==> src/rtl/fx3_stream_arbiter_if.sv <==
// Stream bundle between NCH per-channel sources, the arbiter and the FX3
// transmit block. The master view belongs to the arbiter; the slave view
// belongs to whatever drives the sources and consumes the output stream.
interface fx3_stream_arbiter_if #(
  parameter int unsigned NCH = 4
) ();
  logic [16*NCH-1:0] s_data_i;
  logic [NCH-1:0]    s_valid_i;
  logic [NCH-1:0]    s_last_i;
  logic [NCH-1:0]    s_ready_o;
  logic [15:0]       m_data_o;
  logic              m_valid_o;
  logic              m_ready_i;

  modport master (
    input  s_data_i, s_valid_i, s_last_i, m_ready_i,
    output s_ready_o, m_data_o, m_valid_o
  );

  modport slave (
    output s_data_i, s_valid_i, s_last_i, m_ready_i,
    input  s_ready_o, m_data_o, m_valid_o
  );
endinterface

==> src/rtl/fx3_stream_arbiter.sv <==
// Round-robin packet arbiter sharing the 16-bit FX3 transmit stream between
// NCH sources. Each burst is prefixed by a header {A5, cont, 000, channel};
// bursts are capped at MAX_BURST words, and a capped packet's next header
// carries cont=1. Data, valid and ready pass through combinationally.
module fx3_stream_arbiter #(
  parameter int unsigned NCH       = 4,
  parameter int unsigned MAX_BURST = 256
) (
  input  logic                 clk,
  input  logic                 rst,
  fx3_stream_arbiter_if.master strm,
  output logic                 busy_o,
  output logic [3:0]           grant_o
);

  localparam int unsigned     CW      = $clog2(MAX_BURST + 1);
  localparam int unsigned     IW      = (NCH > 1) ? $clog2(NCH) : 1;
  localparam logic [CW-1:0]   MAX_CNT = CW'(MAX_BURST);

  typedef enum logic [1:0] {IDLE, HDR, DATA} state_t;

  state_t          state_q, state_d;
  logic [3:0]      grant_q, grant_d;
  logic [3:0]      rr_q, rr_d;
  logic [NCH-1:0]  cont_q, cont_d;
  logic [CW-1:0]   cnt_q, cnt_d;

  logic [15:0]     chan_data [NCH];
  logic [IW-1:0]   g_idx;
  logic [3:0]      pick;
  logic            any_valid;
  logic [CW-1:0]   cnt_inc;
  logic            burst_end;
  logic [15:0]     m_data;
  logic            m_valid;
  logic [NCH-1:0]  s_ready;

  for (genvar c = 0; c < NCH; c++) begin : g_split
    assign chan_data[c] = strm.s_data_i[16*c +: 16];
  end

  assign g_idx   = IW'(grant_q);
  assign cnt_inc = cnt_q + CW'(1);

  // Pick the first valid channel at or above rr_q, wrapping past NCH-1.
  always_comb begin
    pick      = rr_q;
    any_valid = 1'b0;
    for (int unsigned i = 0; i < NCH; i++) begin
      int unsigned idx;
      idx = 32'(rr_q) + i;
      if (idx >= NCH) idx = idx - NCH;
      if (!any_valid && strm.s_valid_i[IW'(idx)]) begin
        any_valid = 1'b1;
        pick      = 4'(idx);
      end
    end
  end

  // Next-state logic and stream muxing for IDLE/HDR/DATA.
  always_comb begin
    state_d   = state_q;
    grant_d   = grant_q;
    rr_d      = rr_q;
    cont_d    = cont_q;
    cnt_d     = cnt_q;
    burst_end = 1'b0;
    m_data    = '0;
    m_valid   = 1'b0;
    s_ready   = '0;
    unique case (state_q)
      IDLE: begin
        if (any_valid) begin
          grant_d = pick;
          cnt_d   = '0;
          state_d = HDR;
        end
      end
      HDR: begin
        m_valid = 1'b1;
        m_data  = {8'hA5, cont_q[g_idx], 3'b000, grant_q};
        if (strm.m_ready_i) state_d = DATA;
      end
      DATA: begin
        m_data         = chan_data[g_idx];
        m_valid        = strm.s_valid_i[g_idx];
        s_ready[g_idx] = strm.m_ready_i;
        if (strm.s_valid_i[g_idx] && strm.m_ready_i) begin
          cnt_d = cnt_inc;
          // Last takes priority over hitting the cap on the same word.
          if (strm.s_last_i[g_idx]) begin
            cont_d[g_idx] = 1'b0;
            burst_end     = 1'b1;
          end else if (cnt_inc == MAX_CNT) begin
            cont_d[g_idx] = 1'b1;
            burst_end     = 1'b1;
          end
          if (burst_end) begin
            rr_d    = (grant_q == 4'(NCH - 1)) ? 4'd0 : grant_q + 4'd1;
            state_d = IDLE;
          end
        end
      end
      default: state_d = IDLE;
    endcase
  end

  // State, grant, round-robin pointer, continuation flags and burst count.
  always_ff @(posedge clk or posedge rst) begin
    if (rst) begin
      state_q <= IDLE;
      grant_q <= '0;
      rr_q    <= '0;
      cont_q  <= '0;
      cnt_q   <= '0;
    end else begin
      state_q <= state_d;
      grant_q <= grant_d;
      rr_q    <= rr_d;
      cont_q  <= cont_d;
      cnt_q   <= cnt_d;
    end
  end

  assign strm.m_data_o  = m_data;
  assign strm.m_valid_o = m_valid;
  assign strm.s_ready_o = s_ready;
  assign busy_o         = (state_q != IDLE);
  assign grant_o        = grant_q;

endmodule

==> src/flat_wrapper.sv <==
// flat-port wrapper written by rule: the top's interface ports become plain ports
module fx3_stream_arbiter_flat 
#(
  parameter int unsigned NCH       = 4,
  parameter int unsigned MAX_BURST = 256
)
  (clk, rst, busy_o, grant_o, strm_s_data_i, strm_s_valid_i, strm_s_last_i, strm_m_ready_i, strm_s_ready_o, strm_m_data_o, strm_m_valid_o);
  fx3_stream_arbiter_if #(.NCH(NCH)) strm_i ();
  input  logic clk;
  input  logic rst;
  output logic busy_o;
  output logic [3:0] grant_o;
  input wire logic [$bits(strm_i.s_data_i)-1:0] strm_s_data_i;
  input wire logic [$bits(strm_i.s_valid_i)-1:0] strm_s_valid_i;
  input wire logic [$bits(strm_i.s_last_i)-1:0] strm_s_last_i;
  input wire logic [$bits(strm_i.m_ready_i)-1:0] strm_m_ready_i;
  output wire logic [$bits(strm_i.s_ready_o)-1:0] strm_s_ready_o;
  output wire logic [$bits(strm_i.m_data_o)-1:0] strm_m_data_o;
  output wire logic [$bits(strm_i.m_valid_o)-1:0] strm_m_valid_o;
  assign strm_i.s_data_i = strm_s_data_i;
  assign strm_i.s_valid_i = strm_s_valid_i;
  assign strm_i.s_last_i = strm_s_last_i;
  assign strm_i.m_ready_i = strm_m_ready_i;
  assign strm_s_ready_o = strm_i.s_ready_o;
  assign strm_m_data_o = strm_i.m_data_o;
  assign strm_m_valid_o = strm_i.m_valid_o;
  fx3_stream_arbiter #(.NCH(NCH), .MAX_BURST(MAX_BURST)) u_core (.clk(clk), .rst(rst), .strm(strm_i), .busy_o(busy_o), .grant_o(grant_o));
endmodule
==> config.mk <==
export PLATFORM = sky130hd
export DESIGN_NAME = fx3_stream_arbiter_flat
export DESIGN_NICKNAME = d
export VERILOG_FILES = /design/src/rtl/fx3_stream_arbiter_if.sv /design/src/rtl/fx3_stream_arbiter.sv /design/src/flat_wrapper.sv
export SDC_FILE = /design/constraint.sdc
export NUM_CORES = 1
export LEC_CHECK = 0
export ABC_AREA = 1
export CORE_MARGIN = 2
export CORE_UTILIZATION = 35
export CTS_BUF_LIST = sky130_fd_sc_hd__clkbuf_2
export CTS_CLUSTER_SIZE = 28
export DETAILED_ROUTE_END_ITERATION = 12
export DONT_BUFFER_PORTS = 1
export GPL_ROUTABILITY_DRIVEN = 0
export GPL_TIMING_DRIVEN = 0
export PLACE_DENSITY = 0.46
export SYNTH_ARGS = -nofsm -noshare
export SYNTH_HDL_FRONTEND = slang
export SYNTH_SLANG_ARGS = --single-unit
export TNS_END_PERCENT = 5
==> constraint.sdc <==
create_clock -name clk -period 3.6 [get_ports clk]
set_input_delay 0.36 -clock clk [delete_from_list [all_inputs] [get_ports clk]]
set_output_delay 0.36 -clock clk [all_outputs]
set_load 0.05 [all_outputs]
==> impl_metrics.csv <==
group,metric,value,unit
run_status,status,"completed",
synth,synth_edf_count,0,
sta,hold_ws,0.0696,ns
die,die_h,91.7,um
placed_design,post-place-ws,0.614,ns
global_route,grt_most_used_layer,"met2",
clocking,cts_buffer_depth,2,
critical_path,start_kind,"register",
power,p_switching,1.75,mW
synth,yosys_warnings,0,
power,p_leak,1.36,nW
cells_and_area,nFillCells,859,
clocking,clkTransAtPathRegs,0.23,ns
clocking,cts_tree,"built",
cells_and_area,diodes,0,
global_route,use_met1,26.0,%
detailed_routing,drtIter0Drc,130,
synth,ys_ff_latch,23,
clocking,hold_buffers,0,
power,finalPower,2.69,mW
detailed_routing,vias,2768,
placed_design,dp.cells,536,
detailed_routing,final_antenna_net_count,0,
synth,syn_nets,532,
cells_and_area,multi_input_area,1880,sq um
clocking,worstSkewPairLatency,0.34,ns
critical_path,worstSetupStartpoint,"u_core.grant_o[0]",
synth,synth_cells,437,
synth,synth_top_cell_by_area,"dfrtp_1",
sta,fin_skew,0.00467,ns
synth,syn_area_per_cell,6.15,sq um
die,coreArea,7330,sq um
detailed_routing,vias_per_cell,5.13,
cells_and_area,syn2layout_area_growth,5.54,%
critical_path,reg2reg_from,"u_core.rr_q[1]",
global_route,grt_pass1_vias,2663,
sta,layout_setup_ws,0.285,ns
critical_path,r2r_cells,11,
global_route,gr-usage-met2,32.8,%
cells_and_area,drive_above_1_share,9.75,%
die,die_x,91.7,um
sta,worst_pin_slew,1.08,ns
detailed_routing,routed_wl,8.02,mm
power,powerDensity,949,nW/um^2
power,internal_power,942,uW
die,start_util,36.7,%
global_route,met3_usage,3.53,%
die,io_pins,101,
sta,rsz0062_at_grt,"false",
power,vdd.ir_drop.worst,270,uV
synth,synth.top_cells.by_area,"dfrtp_1 21%, nand2_1 15%, nor2_1 9.5%",
sta,clock.fmax,0.302,GHz
power,comb_power_share,76.0,%
cells_and_area,instances_no_fill,540,
critical_path,required,3.24,ns
cells_and_area,nNetsFinal,537,
clocking,cts.repair.resized,0,
worst_hold_path,worstHoldPathType,"in2async",
sta,slew_violations,0,
synth,synthFlopType,"dfrtp_1",
synth,netlist.area_leader.share,21.4,%
power,clkPwrFrac,4.2,%
global_route,antenna_found_initial,0,
power,switching_share,65.0,%
clocking,cts-root-buf,"clkbuf_2",
clocking,cts_sinks,23,
critical_path,crit_fanout,11,
die,dieArea,8400,sq um
sta,relSlewSlack,28.3,%
sta,post-route-min-period,3.31,ns
detailed_routing,drc,0,
synth,synth-async-reset-ratio,100,%
power,p_seq_share,19.8,%
global_route,grt_usage,19.2,%
clocking,htreeDepth,1,
cells_and_area,mostFrequentLayoutCells,"110 x nand2_1, 66 x nor2_1, 45 x nand3_1",
placed_design,dp_hpwl,6.29,mm
sta,setup_viol,0,
synth,syn-cell-area,2690,sq um
detailed_routing,avgRoutedWirePerCell,14.8,um
placed_design,io_buffer_count,0,
critical_path,crit_type,"reg2out",
clocking,postCtsSetupBuffers,0,
sta,final.setup.tns,0,ns
sta,finalHoldViolations,0,
clocking,numCtsBuffers,3,
synth,seq_area_frac_synth,21.4,%
detailed_routing,dr.pass1.iters,4,
flow_run,drv_cap,0,
critical_path,arrival,2.95,ns
global_route,grt.overflow.total,0,
cells_and_area,register_area,576,sq um
global_route,grt_pass1_wl,13.2,mm
cells_and_area,mostFrequentLayoutCell,"nand2_1",
critical_path,critPathCaptureType,"output port",
synth,ys_types,34,
die,row_count,31,
sta,fin_crit_sh,92.1,%
global_route,grt_start_max_net_pins,24,
-- Yosys cell counts, types with 2 or more instances --
library cell  count
a21oi_1          17
buf_2             9
clkbuf_1          6
dfrtp_1          23
ha_1             20
inv_1            32
inv_2             4
nand2_1         110
nand2_2           5
nand2_4           5
nand3_1          45
nand3_2           2
nand4_1           9
nor2_1           68
nor2_2            3
nor2_4            3
o211ai_1          3
o21ai_0          40
o21ai_1           2
o21ai_2           3
o22ai_1          11
xnor2_1           3
xor2_1            3
-- layout make-up --
cell class / count / share of cell area [%]
Tap cell: 99 / 4.37
Buffer: 18 / 3.17
Multi-Input combinational cell: 359 / 66.4
Clock buffer: 4 / 0.705
Inverter: 37 / 5.07
Sequential cell: 23 / 20.3
-- per-layer routing --
metal	share of wire, %	vias to the layer above	wire (um)
met3	5.7	4	456
li1	-	1455	-
met4	0.24	0	19
met5	0	-	0
met1	47	1239	3750
met2	47	70	3790
-- kinds of logic after synthesis --
family,share of synthesized area [%]
adder cells (fa/ha/maj),9.31
AO/OA/AOI/OAI,16.8
buffers and inverters,8.70
XOR/XNOR,1.95
flip-flops,21.4
AND/OR/NAND/NOR,41.8
-- worst max-delay path, stage by stage (launching register included) --
cell	delay, ns
dfrtp_1	0.70
inv_2	0.20
buf_2	0.23
clkbuf_1	0.47
o21ai_0	0.18
a21oi_1	0.83
-- path summary, 6_finish.rpt --
| path | endpoint | slack (ns) |
|---|---|---|
| max in group asynchronous | u_core.cnt_q[6] | 2.97 |
| hold / removal | u_core.rr_q[1] | 0.07 |
| setup / recovery | strm_m_data_o[4] | 0.29 |
| setup reg to reg | u_core.cnt_q[3] | 1.26 |
| min in group clk | u_core.state_q[1] | 0.34 |
| hold reg to reg | register | 0.50 |
-- power by group through the flow --
stage / sequential [mW] / combinational (mW) / clock (mW)
after floorplan: 0.500 / 1.66 / 0
after global placement: 0.542 / 2.04 / 0
after detailed placement: 0.541 / 2.05 / 0
after CTS: 0.535 / 2.06 / 0.121
after global routing: 0.554 / 2.31 / 0.132
final: 0.534 / 2.05 / 0.113
-- metrics by stage --
step	utilization (%)	area, sq um
2_1_floorplan	-	2690
3_3_place_gp	38.4	2810
3_5_place_dp	38.4	2810
4_1_cts	38.6	2830
5_1_grt	38.7	2840
6_report	38.7	2840
Note: power is estimated with default switching activity, not from simulation.
